File: src/rtl/spram_ctrl_pkg.sv
// Shared definitions for the single-port RAM controller: FSM state encoding
// and the default word written by the hardware clear sequence.
package spram_ctrl_pkg;

    typedef enum logic [1:0] {
        IDLE    = 2'd0,
        RD_WAIT = 2'd1,
        RSP     = 2'd2,
        INIT    = 2'd3
    } ctrl_state_e;

    localparam int unsigned INIT_VALUE_DEFAULT = 0;

endpackage

File: src/rtl/spram_controller.sv
// Valid/ready request/response front end for a single-port RAM with a
// hardware clear sequence that fills every address with INIT_VALUE.
module spram_controller
    import spram_ctrl_pkg::*;
#(
    parameter int unsigned          DATA_WIDTH = 8,
    parameter int unsigned          ADDR_WIDTH = 8,
    parameter logic [DATA_WIDTH-1:0] INIT_VALUE = DATA_WIDTH'(INIT_VALUE_DEFAULT)
) (
    input  logic                  clk,
    input  logic                  rst_n,
    input  logic                  req_valid,
    output logic                  req_ready,
    input  logic                  req_we,
    input  logic [ADDR_WIDTH-1:0] req_addr,
    input  logic [DATA_WIDTH-1:0] req_wdata,
    output logic                  rsp_valid,
    input  logic                  rsp_ready,
    output logic [DATA_WIDTH-1:0] rsp_data,
    input  logic                  init_start,
    output logic                  busy,
    output logic                  init_done,
    output logic                  mem_rd,
    output logic                  mem_wr,
    output logic [ADDR_WIDTH-1:0] mem_addr,
    output logic [DATA_WIDTH-1:0] mem_din,
    input  logic [DATA_WIDTH-1:0] mem_dout
);

    ctrl_state_e           state_q, state_d;
    logic                  mem_rd_q, mem_rd_d;
    logic                  mem_wr_q, mem_wr_d;
    logic [ADDR_WIDTH-1:0] mem_addr_q, mem_addr_d;
    logic [DATA_WIDTH-1:0] mem_din_q, mem_din_d;
    logic                  init_done_q, init_done_d;
    // Next address the clear sequence will write; wraps to 0 after the last one.
    logic [ADDR_WIDTH-1:0] clr_next_q, clr_next_d;

    always_ff @(posedge clk or negedge rst_n) begin
        if (!rst_n) begin
            state_q     <= IDLE;
            mem_rd_q    <= 1'b0;
            mem_wr_q    <= 1'b0;
            mem_addr_q  <= '0;
            mem_din_q   <= '0;
            init_done_q <= 1'b0;
            clr_next_q  <= '0;
        end else begin
            state_q     <= state_d;
            mem_rd_q    <= mem_rd_d;
            mem_wr_q    <= mem_wr_d;
            mem_addr_q  <= mem_addr_d;
            mem_din_q   <= mem_din_d;
            init_done_q <= init_done_d;
            clr_next_q  <= clr_next_d;
        end
    end

    always_comb begin
        state_d     = state_q;
        mem_rd_d    = 1'b0;
        mem_wr_d    = 1'b0;
        mem_addr_d  = mem_addr_q;
        mem_din_d   = mem_din_q;
        init_done_d = 1'b0;
        clr_next_d  = clr_next_q;
        req_ready   = 1'b0;
        rsp_valid   = 1'b0;

        case (state_q)
            IDLE: begin
                req_ready = !init_start;
                if (init_start) begin
                    // The first clear write is issued on the entry edge so the
                    // sequence occupies exactly one cycle per address.
                    state_d    = INIT;
                    mem_wr_d   = 1'b1;
                    mem_addr_d = '0;
                    mem_din_d  = INIT_VALUE;
                    clr_next_d = ADDR_WIDTH'(1);
                end else if (req_valid) begin
                    mem_addr_d = req_addr;
                    if (req_we) begin
                        mem_wr_d  = 1'b1;
                        mem_din_d = req_wdata;
                    end else begin
                        mem_rd_d = 1'b1;
                        state_d  = RD_WAIT;
                    end
                end
            end
            RD_WAIT: begin
                // Stay while the read strobe is still out, then one more cycle
                // so the response appears two edges after acceptance.
                if (!mem_rd_q) begin
                    state_d = RSP;
                end
            end
            RSP: begin
                rsp_valid = 1'b1;
                if (rsp_ready) begin
                    state_d = IDLE;
                end
            end
            INIT: begin
                if (clr_next_q == '0) begin
                    state_d     = IDLE;
                    init_done_d = 1'b1;
                end else begin
                    mem_wr_d   = 1'b1;
                    mem_addr_d = clr_next_q;
                    mem_din_d  = INIT_VALUE;
                    clr_next_d = clr_next_q + ADDR_WIDTH'(1);
                end
            end
            default: begin
                state_d = IDLE;
            end
        endcase
    end

    assign busy      = (state_q != IDLE);
    assign init_done = init_done_q;
    assign mem_rd    = mem_rd_q;
    assign mem_wr    = mem_wr_q;
    assign mem_addr  = mem_addr_q;
    assign mem_din   = mem_din_q;
    assign rsp_data  = mem_dout;

endmodule

File: config.mk
export PLATFORM = sky130hd
export DESIGN_NAME = spram_controller
export DESIGN_NICKNAME = d
export VERILOG_FILES = /design/src/rtl/spram_ctrl_pkg.sv /design/src/rtl/spram_controller.sv
export SDC_FILE = /design/constraint.sdc
export NUM_CORES = 1
export LEC_CHECK = 0
export BUFFER_PORTS_ARGS = -buffer_cell sky130_fd_sc_hd__buf_2
export CORE_MARGIN = 8
export CORE_UTILIZATION = 40
export DETAILED_ROUTE_END_ITERATION = 10
export PLACE_DENSITY = 0.67
export RECOVER_POWER = 25
export SLEW_MARGIN = 20
export SYNTH_ARGS = -nofsm -noshare
export SYNTH_HDL_FRONTEND = slang
export SYNTH_SLANG_ARGS = --single-unit
File: constraint.sdc
create_clock -name clk -period 2.5 [get_ports clk]
set_clock_uncertainty 0.2 [all_clocks]
set_input_delay 0.125 -clock clk [delete_from_list [all_inputs] [get_ports clk]]
set_output_delay 0.125 -clock clk [all_outputs]
set_load 0.01 [all_outputs]
==> flow_summary.ini, run 1 <==
[place]
dp.cells = 241
gp_congestion = 0.775
io_buffers = 43
place_area_um2 = 1820
dp_hpwl_um = 2770

[synth]
synthFlopType = dfrtp_1
ys_seq_area_share_pct = 45.2
yosys-top-cells-area = dfrtp_1 45%, mux2i_1 5.6%, mux2_2 5.6%
synthDistinctLibCells = 40
yosysWarnings = 0
async_reset_ff_share_pct = 100
avgSynthCellArea_um2 = 10.2
synth_fp_nets = 193
synth.most_common_cell = dfrtp_1
netlist_area_um2 = 1610
syn_inst = 157
synthTopCellsByCount = 29 x dfrtp_1, 20 x nand2_1, 18 x inv_1, 9 x mux2i_1
synth_area_leader_cell = dfrtp_1
synth.ff_latch_count = 29
synth_edf_count = 0
yosysTopAreaCellShare_pct = 45.2

[clocking]
clockBufferDepth = 2
numCtsBuffers = 5
cts_tree = yes
clkTransAtPathRegs_ns = 0.06
clockRootBuffer = clkbuf_8
post_cts_buffers = 0
cts.sinks = 29
clkLatencyLatePin_ns = 0.28
htreeDepth = 2

[final_layout]
multiInputGateArea_um2 = 737
nets = 252
stdcell_area_um2 = 2070
fill_cells = 379
finalNonFillerCells = 267
num_antenna_cells = 0
syn2layout_area_growth_pct = 28.7
final-seq-area_um2 = 726
drive_above_1_share_pct = 24.0

[power]
clockPowerShare_pct = 17.6
ir_worst_vdd_v = 0.000348
p_comb_share_pct = 49.7
finalPower_mw = 2.07
powerDensity_nw_per_um2 = 999
p_seq_share_pct = 32.7
p_int_mw = 1.24
p_sw_mw = 0.824
netSwitchingFraction_pct = 39.9
cellLeakagePower_nw = 1.02

[detailed_routing]
ant_nets = 0
vias_per_cell = 5.10
vias = 1361
drc = 0
first_iter_violations = 71
wl_per_cell_um = 14.7
wirelength_um = 3940
dr.pass1.iters = 4

[floorplan]
initial_core_util_pct = 40.7
die_area_um2 = 6300
io_pins = 60
rows = 23
die_h_um = 79.4
core-area_um2 = 3940
die_w_um = 79.4

[worst_setup_path]
r2r-start = state_q[0]
critical_path_required_ns = 2.50
worstPathMaxFanout = 6
criticalPathCategory = reg2reg
start_kind = flop
critPathLaunch = state_q[0]
endpoint_kind = flop
arrival_ns = 2.34

[sta]
post-route-period-util_pct = 93.7
finalSetupTns_ns = 0
hold_viol = 0
worstMarginPinSlew_ns = 1.03
period_minus_slack_ns = 2.34
rsz0062_at_grt = no
max_freq_ghz = 0.427
setup_viol = 0
finalMaxSlewViolations = 0
slew-limit-headroom_pct = 31.0

[grt]
grt_pass1_vias = 1407
grt_pass1_wl_um = 6560
overflow = 0
grt_usage_pct = 13.2
grt_max_degree = 30
antenna_found_initial = 0

[worst_hold_path]
hp-class = in2out
holdCritStartpoint = mem_dout[3]

[status]
status = complete, no violations

[run]
max-cap-violations = 0
-- worst max-delay path: stages (launching register included) --
cell	delay, ns
dfrtp_1	0.37
inv_1	0.09
ha_2	0.23
nand2b_2	0.13
inv_1	0.10
or4_4	0.47
or4_1	0.48
a21boi_0	0.18
-- power groups by stage --
stage | registers (mW) | logic [mW] | clock network, mW
floorplan | 0.728 | 0.699 | 0
global placement | 0.676 | 1.01 | 0
detailed placement | 0.681 | 1.03 | 0
CTS | 0.673 | 1.05 | 0.377
global route | 0.697 | 1.14 | 0.391
finish | 0.676 | 1.03 | 0.363
-- layout by cell type, fill, tap and decap left out, drive strengths merged, types with 6 or more instances in the layout --
cell type / count
mux2i: 9
inv: 18
ha: 6
dlygate4sd3: 18
nand2: 20
buf: 31
clkbuf: 20
dfrtp: 29
mux2: 8
-- sequential cells by signal (all words and copies together), names as in the netlist --
| signal | flops |
|---|---|
| clr_next_q | 8 |
| mem_rd | 1 |
| mem_wr | 1 |
| init_done | 1 |
| mem_din | 8 |
| mem_addr | 8 |
| state_q | 2 |
-- kinds of logic after synthesis --
logic type | after synthesis | synth area share [%]
adder cells (fa/ha/maj) | 6 | 4.67
AND/OR/NAND/NOR | 45 | 15.7
multiplexers | 17 | 11.2
buffers and inverters | 29 | 9.11
flip-flops | 29 | 45.2
AO/OA/AOI/OAI | 31 | 14.1
-- stage by stage --
stage | utilization (%) | hold slack [ns] | setup WS (ns)
finish | 52.5 | 0.0500 | 0.159
CTS | 52.8 | 0.0501 | 0.100
floorplan | - | -0.371 | 0.258
detailed placement | 46.2 | -0.00756 | 0.128
global route | 52.5 | 0.0500 | 0.0431
global placement | 46.2 | -0.00775 | 0.214
-- worst paths after layout --
kind / end / slack [ns] / cells after the start
worst max-delay path: clr_next_q[5] / 0.16 / 7
worst max register to register: clr_next_q[5] / 0.16 / 7
worst min-delay path: rsp_data[3] / 0.05 / 0
max in group asynchronous: state_q[1] / 1.49 / 2
min in group asynchronous: mem_wr / 0.20 / 2
worst min register to register: clr_next_q[0] / 0.29 / 1
-- area by class of cell --
class	count	share of cell area, %
clock buffer	6	3.51
timing repair buffer	63	19.0
inverter	18	3.27
sequential	29	35.1
tap	50	3.02
multi-input combinational	99	35.6
clock inverter	2	0.484
-- per-layer routing --
metal / vias up / track usage [%] / part of all wire, %
met5: - / 0 / 0
met4: 0 / 6.11 / 1.7
met3: 8 / 4.50 / 7.7
met2: 52 / 21.4 / 47
met1: 637 / 15.2 / 43
li1: 664 / - / -
-- repair_timing --
action,in CTS,in global routing
gates resized for setup,0,2
hold buffers,18,0
setup endpoints to repair,0,2
hold endpoints to repair,46,0
Power figures use the tool's default switching activity.
==> inputs of run 2 (changes only) <==
--- a/config.mk
+++ b/config.mk
@@ -5,9 +5,9 @@
 export SDC_FILE = /design/constraint.sdc
 export NUM_CORES = 1
 export LEC_CHECK = 0
-export BUFFER_PORTS_ARGS = -buffer_cell sky130_fd_sc_hd__buf_2
-export CORE_MARGIN = 8
+export BUFFER_PORTS_ARGS = -buffer_cell sky130_fd_sc_hd__buf_4
 export CORE_UTILIZATION = 40
+export CTS_CLUSTER_SIZE = 40
 export DETAILED_ROUTE_END_ITERATION = 10
 export PLACE_DENSITY = 0.67
 export RECOVER_POWER = 25
==> flow_summary.ini, run 2 (synthesis gave the netlist of run 1 again) <==
[detailed_routing]
vias = 1393
wl_per_cell_um = 14.5
ant_nets = 0
drc = 0
wirelength_um = 3820
vias_per_cell = 5.28
dr.pass1.iters = 4
first_iter_violations = 53

[final_layout]
finalNonFillerCells = 264
drive_above_1_share_pct = 31.5
layout_common_cells = 46 x buf_4, 29 x dfrtp_1, 20 x nand2_1
multiInputGateArea_um2 = 737
final_common_cell = buf_4
num_antenna_cells = 0
fill_cells = 332
nets = 251
syn2layout_area_growth_pct = 35.4
final-seq-area_um2 = 726

[sta]
period_minus_slack_ns = 2.39
hold_viol = 0
worstMarginPinSlew_ns = 1.51
worst_slack_ns = 0.106
holdWs_ns = 0.000406
rsz0062_at_grt = no
finalSetupTns_ns = 0
finalMaxSlewViolations = 30
post-route-period-util_pct = 95.7
max_freq_ghz = 0.418
setup_viol = 0
slew-limit-headroom_pct = -0.981

[power]
clockPowerShare_pct = 17.1
netSwitchingFraction_pct = 38.9
ir_worst_vdd_v = 0.000576
cellLeakagePower_nw = 1.09
powerDensity_nw_per_um2 = 1010
p_seq_share_pct = 31.1
p_sw_mw = 0.859
p_int_mw = 1.35
p_comb_share_pct = 51.8

[worst_setup_path]
r2r_setup_slack_ns = 0.11
critPathMaxStageDelay_ns = 0.48
timing.rr.end = clr_next_q[7]
critical_path_required_ns = 2.49
cp_slowest_cell = or4_1
crit_top_cell = inv_1
r2r_cells = 7
path_depth = 7
path_buf_inv = 2
start_kind = flop
crit_chain = inv_1, ha_2, nand2b_2, inv_1, or4_4, or4_1, a21boi_0
worstPathMaxFanout = 6
crit_path_end = clr_next_q[7]
critPathLaunch = state_q[0]
cp_top_family = simple AND/OR/NAND/NOR gates
r2r-start = state_q[0]
endpoint_kind = flop
criticalPathCategory = reg2reg
arrival_ns = 2.39

[grt]
antenna_found_initial = 0
grt_pass1_wl_um = 6360
grt_usage_pct = 19.7
overflow = 0
grt_max_degree = 30
grt_pass1_vias = 1429

[worst_hold_path]
hp-class = in2reg

[run]
max-cap-violations = 1

[floorplan]
core-area_um2 = 3740
rows = 22
initial_core_util_pct = 42.9
die_h_um = 65.4
die_w_um = 65.4
die_area_um2 = 4270
io_pins = 60

[clocking]
clkLatencyLatePin_ns = 0.28
clkTransAtPathRegs_ns = 0.06
cts.sinks = 29
numCtsBuffers = 5
post_cts_buffers = 0
clockBufferDepth = 2
clockRootBuffer = clkbuf_8
htreeDepth = 2
cts_tree = yes

[status]
violations = max-capacitance violations, max-slew violations
status = complete, but fails checks

[place]
io_buffers = 43
dp_hpwl_um = 2820
dp.cells = 241
dpl_worst_slack_ns = 0.0325
gp_congestion = 0.895
[run 2: cell count changes in the layout (fill, tap and decap cells not counted), sizes merged]
cell	delta
dlygate4sd3	-3
clkbuf	-14
clkinvlp	+1
buf	+15
[run 2: worst min path at each step]
| stage | start | endpoint | slack, ns | depth (start not counted) |
|---|---|---|---|---|
| 2_1_floorplan | rst_n | clr_next_q[0] | -0.37 | 0 |
| 3_3_place_gp | rst_n | mem_wr | -0.13 | 1 |
| 3_5_place_dp | rst_n | mem_rd | -0.13 | 1 |
| 4_1_cts | req_addr[6] | mem_addr[6] | 0.00003 | 3 |
| 5_1_grt | req_addr[6] | mem_addr[6] | 0.0001 | 3 |
| 6_report | req_addr[6] | mem_addr[6] | 0.0004 | 3 |
[run 2: stage by stage]
step | cell area [um2] | util [%] | total power [mW]
2_1_floorplan | 1610 | - | 1.43
3_3_place_gp | 1940 | 51.8 | 1.77
3_5_place_dp | 1940 | 51.8 | 1.81
4_1_cts | 2180 | 58.2 | 2.21
5_1_grt | 2180 | 58.1 | 2.37
6_report | 2180 | 58.1 | 2.20
[run 2: layout make-up]
cell class	instances	share of cell area (%)
inverters	18	3.11
clock buffers	5	3.16
repair buffers	62	22.9
multi-input cells	99	33.9
well taps	48	2.76
flip-flops and latches	29	33.4
clock inverters	3	0.805
[run 2: timing repair]
action                                  CTS  global route
hold buffers                             15             0
hold endpoints to repair                 43             0
resized for setup                         0             1
endpoints found under the setup margin    0             2
[run 2: power groups by stage]
stage               logic (mW)  registers (mW)  clock network (mW)
finish                    1.14           0.685               0.377
global route              1.26           0.696               0.411
CTS                       1.14           0.685               0.383
detailed placement        1.12           0.693                   0
global placement          1.09           0.680                   0
floorplan                0.699           0.728                   0
[run 2: worst reg2reg max path: stages (launching register included)]
cell,delay [ns]
dfrtp_1,0.39
inv_1,0.09
ha_2,0.23
nand2b_2,0.14
inv_1,0.13
or4_4,0.47
or4_1,0.48
a21boi_0,0.19
[run 2: layer usage]
layer | vias up | wire length, um | GRT usage [%]
li1 | 655 | - | -
met1 | 666 | 1640 | 22.4
met2 | 62 | 1860 | 34.5
met3 | 10 | 279 | 6.60
met4 | 0 | 44 | 5.98
met5 | - | 0 | 0
==> inputs of run 3 (changes only) <==
--- a/config.mk
+++ b/config.mk
@@ -9,7 +9,7 @@
 export CORE_UTILIZATION = 40
 export CTS_CLUSTER_SIZE = 40
 export DETAILED_ROUTE_END_ITERATION = 10
-export PLACE_DENSITY = 0.67
+export PLACE_DENSITY = 0.63
 export RECOVER_POWER = 25
 export SLEW_MARGIN = 20
 export SYNTH_ARGS = -nofsm -noshare
==> flow_summary.ini, run 3 (synthesis gave the netlist of run 1 again) <==
[final_layout]
final_common_cell = buf_4
final-seq-area_um2 = 726
finish.utilization_pct = 57.4
fill_cells = 322
syn2layout_area_growth_pct = 33.8
nets = 249
layout_common_cells = 46 x buf_4, 29 x dfrtp_1, 20 x nand2_1
multiInputGateArea_um2 = 737
drive_above_1_share_pct = 30.4
num_antenna_cells = 0

[clocking]
cts.sinks = 29
clkLatencyLatePin_ns = 0.27
htreeDepth = 2
numCtsBuffers = 5
clockBufferDepth = 2
post_cts_buffers = 0
clockRootBuffer = clkbuf_8
cts_tree = yes
clkTransAtPathRegs_ns = 0.06

[sta]
worst_slack_ns = 0.139
hold_viol = 0
setup_viol = 0
max_freq_ghz = 0.423
post-route-period-util_pct = 94.5
period_minus_slack_ns = 2.36
worstMarginPinSlew_ns = 1.54
finalSetupTns_ns = 0
rsz0062_at_grt = no
finalMaxSlewViolations = 30
slew-limit-headroom_pct = -2.61

[power]
clockPowerShare_pct = 16.4
p_seq_share_pct = 31.2
ir_worst_vdd_v = 0.000517
p_sw_mw = 0.835
finalPower_mw = 2.19
cellLeakagePower_nw = 1.08
netSwitchingFraction_pct = 38.2
powerDensity_nw_per_um2 = 1020
p_comb_share_pct = 52.4
p_int_mw = 1.35

[detailed_routing]
first_iter_violations = 32
vias = 1373
wl_per_cell_um = 14.7
vias_per_cell = 5.24
dr.pass1.iters = 4
wirelength_um = 3850
drc = 0
ant_nets = 0

[floorplan]
rows = 22
core-area_um2 = 3740
die_w_um = 65.4
die_area_um2 = 4270
io_pins = 60
initial_core_util_pct = 42.9
die_h_um = 65.4

[status]
status = complete, but fails checks
violations = max-capacitance violations, max-slew violations

[place]
dp_hpwl_um = 2740
dpl_worst_slack_ns = 0.0825
io_buffers = 43
gp_congestion = 0.854

[grt]
grt_pass1_wl_um = 6410
grt_usage_pct = 19.9
grt_pass1_vias = 1389
grt_max_degree = 30
antenna_found_initial = 0
overflow = 0

[worst_setup_path]
worstPathMaxFanout = 6
start_kind = flop
endpoint_kind = flop
r2r_setup_slack_ns = 0.14
criticalPathCategory = reg2reg
arrival_ns = 2.35
critical_path_required_ns = 2.49

[worst_hold_path]
hp-class = in2reg

[run]
max-cap-violations = 1
run 3: cell types whose count changed in the layout (fill, tap and decap cells not counted):
cell           previous run  this run
clkbuf_1                  1         4
clkinv_2                  2         0
clkinvlp_4                1         0
dlygate4sd3_1            15        13
run 3: worst max-delay path: stages, from the launching register on:
cell and delay, ns:
dfrtp_1 0.38, inv_1 0.09, ha_2 0.23, nand2b_2 0.13, inv_1 0.11, or4_4 0.47
or4_1 0.49, a21boi_0 0.18
run 3: timing repair:
item,in CTS,in global routing
resized for setup,0,1
setup endpoints to repair,0,2
hold buffers,13,0
endpoints found under the hold margin,41,0
run 3: final cells by class:
type	count	share of cell area, %
multi-input cells	99	34.3
flip-flops and latches	29	33.8
repair buffers	60	22.3
clock buffers	8	3.73
inverters	18	3.14
well taps	48	2.79
run 3: path summary, 6_finish.rpt:
path | from | to | depth (start not counted)
max | state_q[0] | clr_next_q[7] | 7
min | req_addr[6] | mem_addr[6] | 3
max reg2reg | state_q[0] | clr_next_q[7] | 7
min reg2reg | clr_next_q[0] | clr_next_q[0] | 1
max in group asynchronous | rst_n | mem_rd | 2
min in group asynchronous | rst_n | mem_wr | 2
run 3: metal layers:
metal  track usage [%]  routed length (um)  vias up
met5                 0                   0        -
met4              4.62                  26        0
met3              6.25                 207        6
met2              32.7                1970       44
met1              25.4                1650      671
li1                  -                   -      652
run 3: power groups by stage:
stage | Clock [mW] | Combinational, mW | Sequential, mW
floorplan | 0 | 0.699 | 0.728
global placement | 0 | 1.09 | 0.680
detailed placement | 0 | 1.13 | 0.691
CTS | 0.369 | 1.15 | 0.683
global route | 0.392 | 1.26 | 0.703
finish | 0.358 | 1.15 | 0.682
run 3: stage by stage:
stage / area [um2] / hold slack (ns) / std cells
after floorplan: 1610 / -0.371 / 157
after global placement: 1940 / -0.135 / 241
after global routing: 2150 / 0.0107 / 262
after CTS: 2150 / 0.000415 / 262
final: 2150 / 0.00278 / 262
after detailed placement: 1940 / -0.131 / 241
